## src/rtl/slow_clock_pkg.sv

```systemverilog
// rtl/slow_clock_pkg.sv - shared constants and types for the slow-clock receive path
package slow_clock_pkg;

  localparam int CLK_HZ      = 50_000_000;
  localparam int DEF_PW      = 26;
  localparam int DEF_TIMEOUT = CLK_HZ;

  typedef logic [DEF_PW-1:0] period_t;

endpackage

```

## src/rtl/slow_clock_sync_filter.sv

```systemverilog
// rtl/slow_clock_sync_filter.sv - synchroniser chain plus consecutive-sample glitch filter
module slow_clock_sync_filter #(
  parameter int SYNC_STAGES = 2,
  parameter int FILTER      = 1
) (
  input  logic clkin,
  input  logic rst_n,
  input  logic slow_in,
  output logic level,
  output logic level_next
);

  localparam int CW = (FILTER > 1) ? $clog2(FILTER) : 1;

  logic [SYNC_STAGES-1:0] sync_q;
  logic [CW-1:0]          cnt_q;
  logic [CW-1:0]          cnt_next;
  logic                   synced;

  assign synced = sync_q[SYNC_STAGES-1];

  always_ff @(posedge clkin or negedge rst_n) begin
    if (!rst_n) begin
      sync_q <= '0;
    end else begin
      sync_q <= {sync_q[SYNC_STAGES-2:0], slow_in};
    end
  end

  // Any sample agreeing with the current level restarts the run of disagreeing samples.
  always_comb begin
    level_next = level;
    cnt_next   = cnt_q;
    if (synced == level) begin
      cnt_next = '0;
    end else if (cnt_q == CW'(FILTER - 1)) begin
      level_next = synced;
      cnt_next   = '0;
    end else begin
      cnt_next = cnt_q + 1'b1;
    end
  end

  always_ff @(posedge clkin or negedge rst_n) begin
    if (!rst_n) begin
      level <= 1'b0;
      cnt_q <= '0;
    end else begin
      level <= level_next;
      cnt_q <= cnt_next;
    end
  end

endmodule

```

## src/rtl/slow_clock_edge_receiver.sv

```systemverilog
// rtl/slow_clock_edge_receiver.sv - slow-clock tick generator with period measurement and loss detection
module slow_clock_edge_receiver
  import slow_clock_pkg::*;
#(
  parameter int SYNC_STAGES = 2,
  parameter int FILTER      = 1,
  parameter int PW          = DEF_PW,
  parameter int TIMEOUT     = DEF_TIMEOUT
) (
  input  logic          clkin,
  input  logic          rst_n,
  input  logic          slow_in,
  output logic          tick,
  output logic [7:0]    edge_count,
  output logic [PW-1:0] period,
  output logic          period_valid,
  output logic          lost
);

  localparam logic [PW-1:0] G_MAX   = '1;
  localparam logic [PW-1:0] TIMEOUT_G = PW'(TIMEOUT);

  logic          level;
  logic          level_next;
  logic [PW-1:0] gap_q;
  logic          armed_q;

  slow_clock_sync_filter #(
    .SYNC_STAGES (SYNC_STAGES),
    .FILTER      (FILTER)
  ) u_sync_filter (
    .clkin      (clkin),
    .rst_n      (rst_n),
    .slow_in    (slow_in),
    .level      (level),
    .level_next (level_next)
  );

  // Tick is registered alongside the level flip so it lands in the same cycle the level rises.
  always_ff @(posedge clkin or negedge rst_n) begin
    if (!rst_n) begin
      tick <= 1'b0;
    end else begin
      tick <= level_next & ~level;
    end
  end

  always_ff @(posedge clkin or negedge rst_n) begin
    if (!rst_n) begin
      gap_q <= '0;
    end else if (tick) begin
      gap_q <= PW'(1);
    end else if (gap_q != G_MAX) begin
      gap_q <= gap_q + 1'b1;
    end
  end

  // A tick always beats a simultaneous timeout; the first tick after reset or loss only arms.
  always_ff @(posedge clkin or negedge rst_n) begin
    if (!rst_n) begin
      edge_count   <= 8'd0;
      period       <= '0;
      period_valid <= 1'b0;
      lost         <= 1'b0;
      armed_q      <= 1'b0;
    end else if (tick) begin
      edge_count <= edge_count + 8'd1;
      if (armed_q) begin
        period       <= gap_q;
        period_valid <= 1'b1;
      end
      armed_q <= 1'b1;
      lost    <= 1'b0;
    end else if (gap_q == TIMEOUT_G) begin
      lost         <= 1'b1;
      period_valid <= 1'b0;
      armed_q      <= 1'b0;
    end
  end

endmodule
```

## config.mk

```make
export PLATFORM = sky130hd
export DESIGN_NAME = slow_clock_edge_receiver
export DESIGN_NICKNAME = d
export VERILOG_FILES = /design/src/rtl/slow_clock_pkg.sv /design/src/rtl/slow_clock_sync_filter.sv /design/src/rtl/slow_clock_edge_receiver.sv
export SDC_FILE = /design/constraint.sdc
export NUM_CORES = 1
export LEC_CHECK = 0
export ABC_AREA = 1
export CAP_MARGIN = 15
export CORE_ASPECT_RATIO = 0.8
export CORE_MARGIN = 5
export CORE_UTILIZATION = 55
export CTS_CLUSTER_DIAMETER = 30
export DETAILED_ROUTE_END_ITERATION = 8
export GPL_TIMING_DRIVEN = 0
export PLACE_DENSITY = 0.87
export SLEW_MARGIN = 5
export SYNTH_ARGS = -nofsm -noshare
export SYNTH_HDL_FRONTEND = slang
export SYNTH_HIERARCHICAL = 1
export SYNTH_SLANG_ARGS = --single-unit
export TNS_END_PERCENT = 30
```

## constraint.sdc

```tcl
create_clock -name clkin -period 1.9 [get_ports clkin]
set_input_delay 0.19 -clock clkin [delete_from_list [all_inputs] [get_ports clkin]]
set_output_delay 0.19 -clock clkin [all_outputs]
set_load 0.05 [all_outputs]
```

==> impl_metrics.csv <==
group,metric,value,unit
run_status,status,"finished clean",
power,p_int,0.00262,W
routing,met3_length,484,µm
power,pwr-share-seq,43.9,%
sta,setup_viol_count_final,0,
sta,slew_viol_final,0,
layout,final_net_count,454,
grt,antenna_found_initial,0,
critical_path,worst_ep_arrival_time,1.60,ns
critical_path,crit_slowest_cell,"clkdlybuf4s50_1",
critical_path,max_stage_delay,0.84,ns
hold_path,holdCritPathClass,"in -> reg",
placed_design,place_congestion,0.910,
sta,worstMarginPinSlew,0.838,ns
power,powerDensity,986,nW/µm²
grt,grt_remaining_overflow,0,
synthesis,syn_nets,403,
critical_path,path_max_fanout,4,
power,vdd_drop_max,0.798,mV
floorplanning,io_pins,40,
routing,ant_nets,0,
power,swShare,32.1,%
synthesis,netlist_area,3190,µm²
sta,fin_crit_sh,94.0,%
routing,post_drt_wl_per_cell,14.8,µm
power,p_sw,0.00124,W
power,clockPowerShare,34.6,%
synthesis,netlist_instances,396,
critical_path,r2r_start,"gap_q[0]",
flow_run,drv_cap,0,
clocking,cts_tree,"done",
power,total_leakage_power,1.79,nW
synthesis,ys.flop_type,"dfrtp_1",
synthesis,synth.avg_cell_area,8.06,µm²
routing,viasPerCell,5.26,
clocking,path_clk_slew,0.07,ns
routing,routed_wirelength,7.84,mm
placed_design,placed_area,3680,µm²
critical_path,cp_cell_sequence,"clkdlybuf4s50_1",
routing,dr.pass1.iters,6,
synthesis,ys_seq_area_share,52.5,%
sta,fin_tns_setup,0,ns
grt,grt_pass1_vias,2807,
routing,top_layer_used,"met4",
critical_path,setup.worst_path.end_class,"primary output",
placed_design,dpl.hpwl,5.80,mm
critical_path,critPathBufInv,1,
synthesis,synth_edf_count,0,
synthesis,synth.top_cell.area_share,52.5,%
clocking,h-tree-depth,3,
grt,grt_max_degree,68,
layout,area_delta_synth_final,22.7,%
synthesis,synth_seq_cells,67,
clocking,clk_latency,0.34,ns
sta,rsz0062_at_grt,"no",
critical_path,path_class,"reg -> out",
layout,insertedDiodeCount,0,
hold_path,min-delay-start,"slow_in",
critical_path,r2r_slack,0.21,ns
routing,drt_iter0_markers,206,
layout,final_area,3920,µm²
critical_path,r2r_end,"gap_q[5]",
hold_path,hold_depth,1,
grt,grt_pass1_wl,13.6,mm
clocking,clk_path_buf_depth,2,
clocking,postCtsSetupRepairBufs,0,
routing,drc,0,
grt,track_usage,23.6,%
sta,fin_crit,1.79,ns
synthesis,synth_most_common_cell,"nand2_1",
floorplanning,coreArea,5530,µm²
floorplanning,rows,24,
layout,fillers,451,
routing,via_count,2789,
routing,wl_met2,3.52,mm
synthesis,ys_types,24,
floorplanning,die_y,78.1,µm
clocking,clockRootBuffer,"clkbuf_8",
layout,seq_area,1680,µm²
synthesis,yosysWarnings,6,
layout,multiInputGateArea,1320,µm²
synthesis,yosys-top-cells-area,"dfrtp_1 (53%), nand2_1 (15%), o21ai_0 (5.8%)",
sta,fin_skew,0.00724,ns
floorplanning,dieArea,7430,µm²
routing,m1WireLength,3.71,mm
power,power_frac_comb,21.6,%
sta,hold_viol_final,0,
hold_path,hold_path_end,"u_sync_filter/sync_q[0]",
critical_path,worst_ep_required_time,1.71,ns
critical_path,worstRegToRegCells,8,
synthesis,yosysTopAreaCell,"dfrtp_1",
placed_design,port_buffers,39,
clocking,cts_sinks,67,
layout,utilization,70.9,%
synthesis,synth_commonest_cells,"nand2_1 (127), dfrtp_1 (67), nor2_1 (44), o21ai_0 (37), inv_1 (33)",
critical_path,cpLargestDelayFamily,"buffers and inverters",
sta,fmax,560,MHz
layout,drive_above_1_share,6.86,%
floorplanning,start_util,57.7,%
sta,maxSlewHeadroom,44.1,%
clocking,cts_made_buffers,9,
critical_path,start_kind,"flip-flop",
synthesis,async_flop_share,100,%
floorplanning,die_w,95.2,µm
## placed cells by master (no fill, tap or decap), types with 4 or more instances in the layout
cell	n
o21ai_0	37
nand3_1	32
nand2_1	127
nor2_2	4
nand4_1	12
clkbuf_8	11
inv_1	33
inv_2	4
clkdlybuf4s50_1	37
ha_1	4
xor2_1	7
dfrtp_1	67
clkbuf_1	8
nor2_1	44
## how the worst max path moves through the flow
stage	start	end	slack (ns)	depth (start not counted)
after floorplan	gap_q[0]	gap_q[5]	0.45	8
after global placement	rst_n	edge_count[3]	-1.58	1
after detailed placement	gap_q[0]	gap_q[5]	0.23	8
after CTS	tick	tick	0.04	1
after global routing	edge_count[0]	edge_count[0]	0.05	1
final	edge_count[4]	edge_count[4]	0.11	1
## power by group through the flow
| stage | Combinational (W) | Sequential [W] | Clock [W] |
|---|---|---|---|
| after floorplan | 0.000240 | 0.00200 | 0 |
| after global placement | 0.000821 | 0.00171 | 0 |
| after detailed placement | 0.000831 | 0.00172 | 0 |
| after CTS | 0.000841 | 0.00169 | 0.00136 |
| after global routing | 0.000899 | 0.00171 | 0.00144 |
| final | 0.000832 | 0.00169 | 0.00133 |
## metrics by stage
| stage | total power, W | hold WS [ns] | std cells | setup WS [ns] |
|---|---|---|---|---|
| floorplan | 0.00224 | -0.106 | 396 | 0.453 |
| global placement | 0.00253 | 0.338 | 513 | -1.58 |
| detailed placement | 0.00255 | 0.342 | 513 | 0.226 |
| CTS | 0.00389 | 0.271 | 530 | 0.0358 |
| global route | 0.00405 | 0.293 | 530 | 0.0550 |
| finish | 0.00386 | 0.286 | 530 | 0.113 |
## kinds of logic (layout without fill, tap and decap cells)
family / after synthesis / count (layout) / synth area share, %
AOI/OAI and AO/OA: 42 / 42 / 6.74
DFF: 67 / 67 / 52.5
xor gates and xnor gates: 9 / 9 / 2.47
buffers and inverters: 48 / 104 / 6.12
adders and majority gates: 4 / 4 / 1.57
and+or+nand+nor: 226 / 226 / 30.5
## cell type report
class	count	share of cell area, %
clock buffers	12	3.96
multi-input cells	281	33.7
flip-flops and latches	67	42.8
well taps	78	2.49
plain buffers	11	1.44
repair buffers	40	10.2
clock inverters	4	1.85
inverters	37	3.55
## sequential cells by signal, summed over array words and instances, names as in the netlist
name,cells
u_sync_filter/level,1
lost,1
period_valid,1
period,26
gap_q,26
tick,1
armed_q,1
u_sync_filter/sync_q,2
edge_count,8
## worst reg2reg max path: cells and delay by family, from the launching register on
| kind | cells | cell delay (ns) |
|---|---|---|
| compound gates | 1 | 0.06 |
| fa+ha+maj | 1 | 0.23 |
| simple gates | 5 | 0.65 |
| buf+inv | 1 | 0.18 |
| flops | 1 | 0.48 |
## repair_timing
item	CTS	global route
hold buffers	1	0
endpoints found under the setup margin	0	1
resized for setup	0	1
endpoints found under the hold margin	67	0
## routing by layer
metal  vias to the layer above  track usage (%)
li1                       1359                -
met1                      1331             34.0
met2                        85             35.1
met3                        14             6.21
met4                         0             6.77
met5                         -                0
Note: power is estimated with default switching activity, not from simulation.
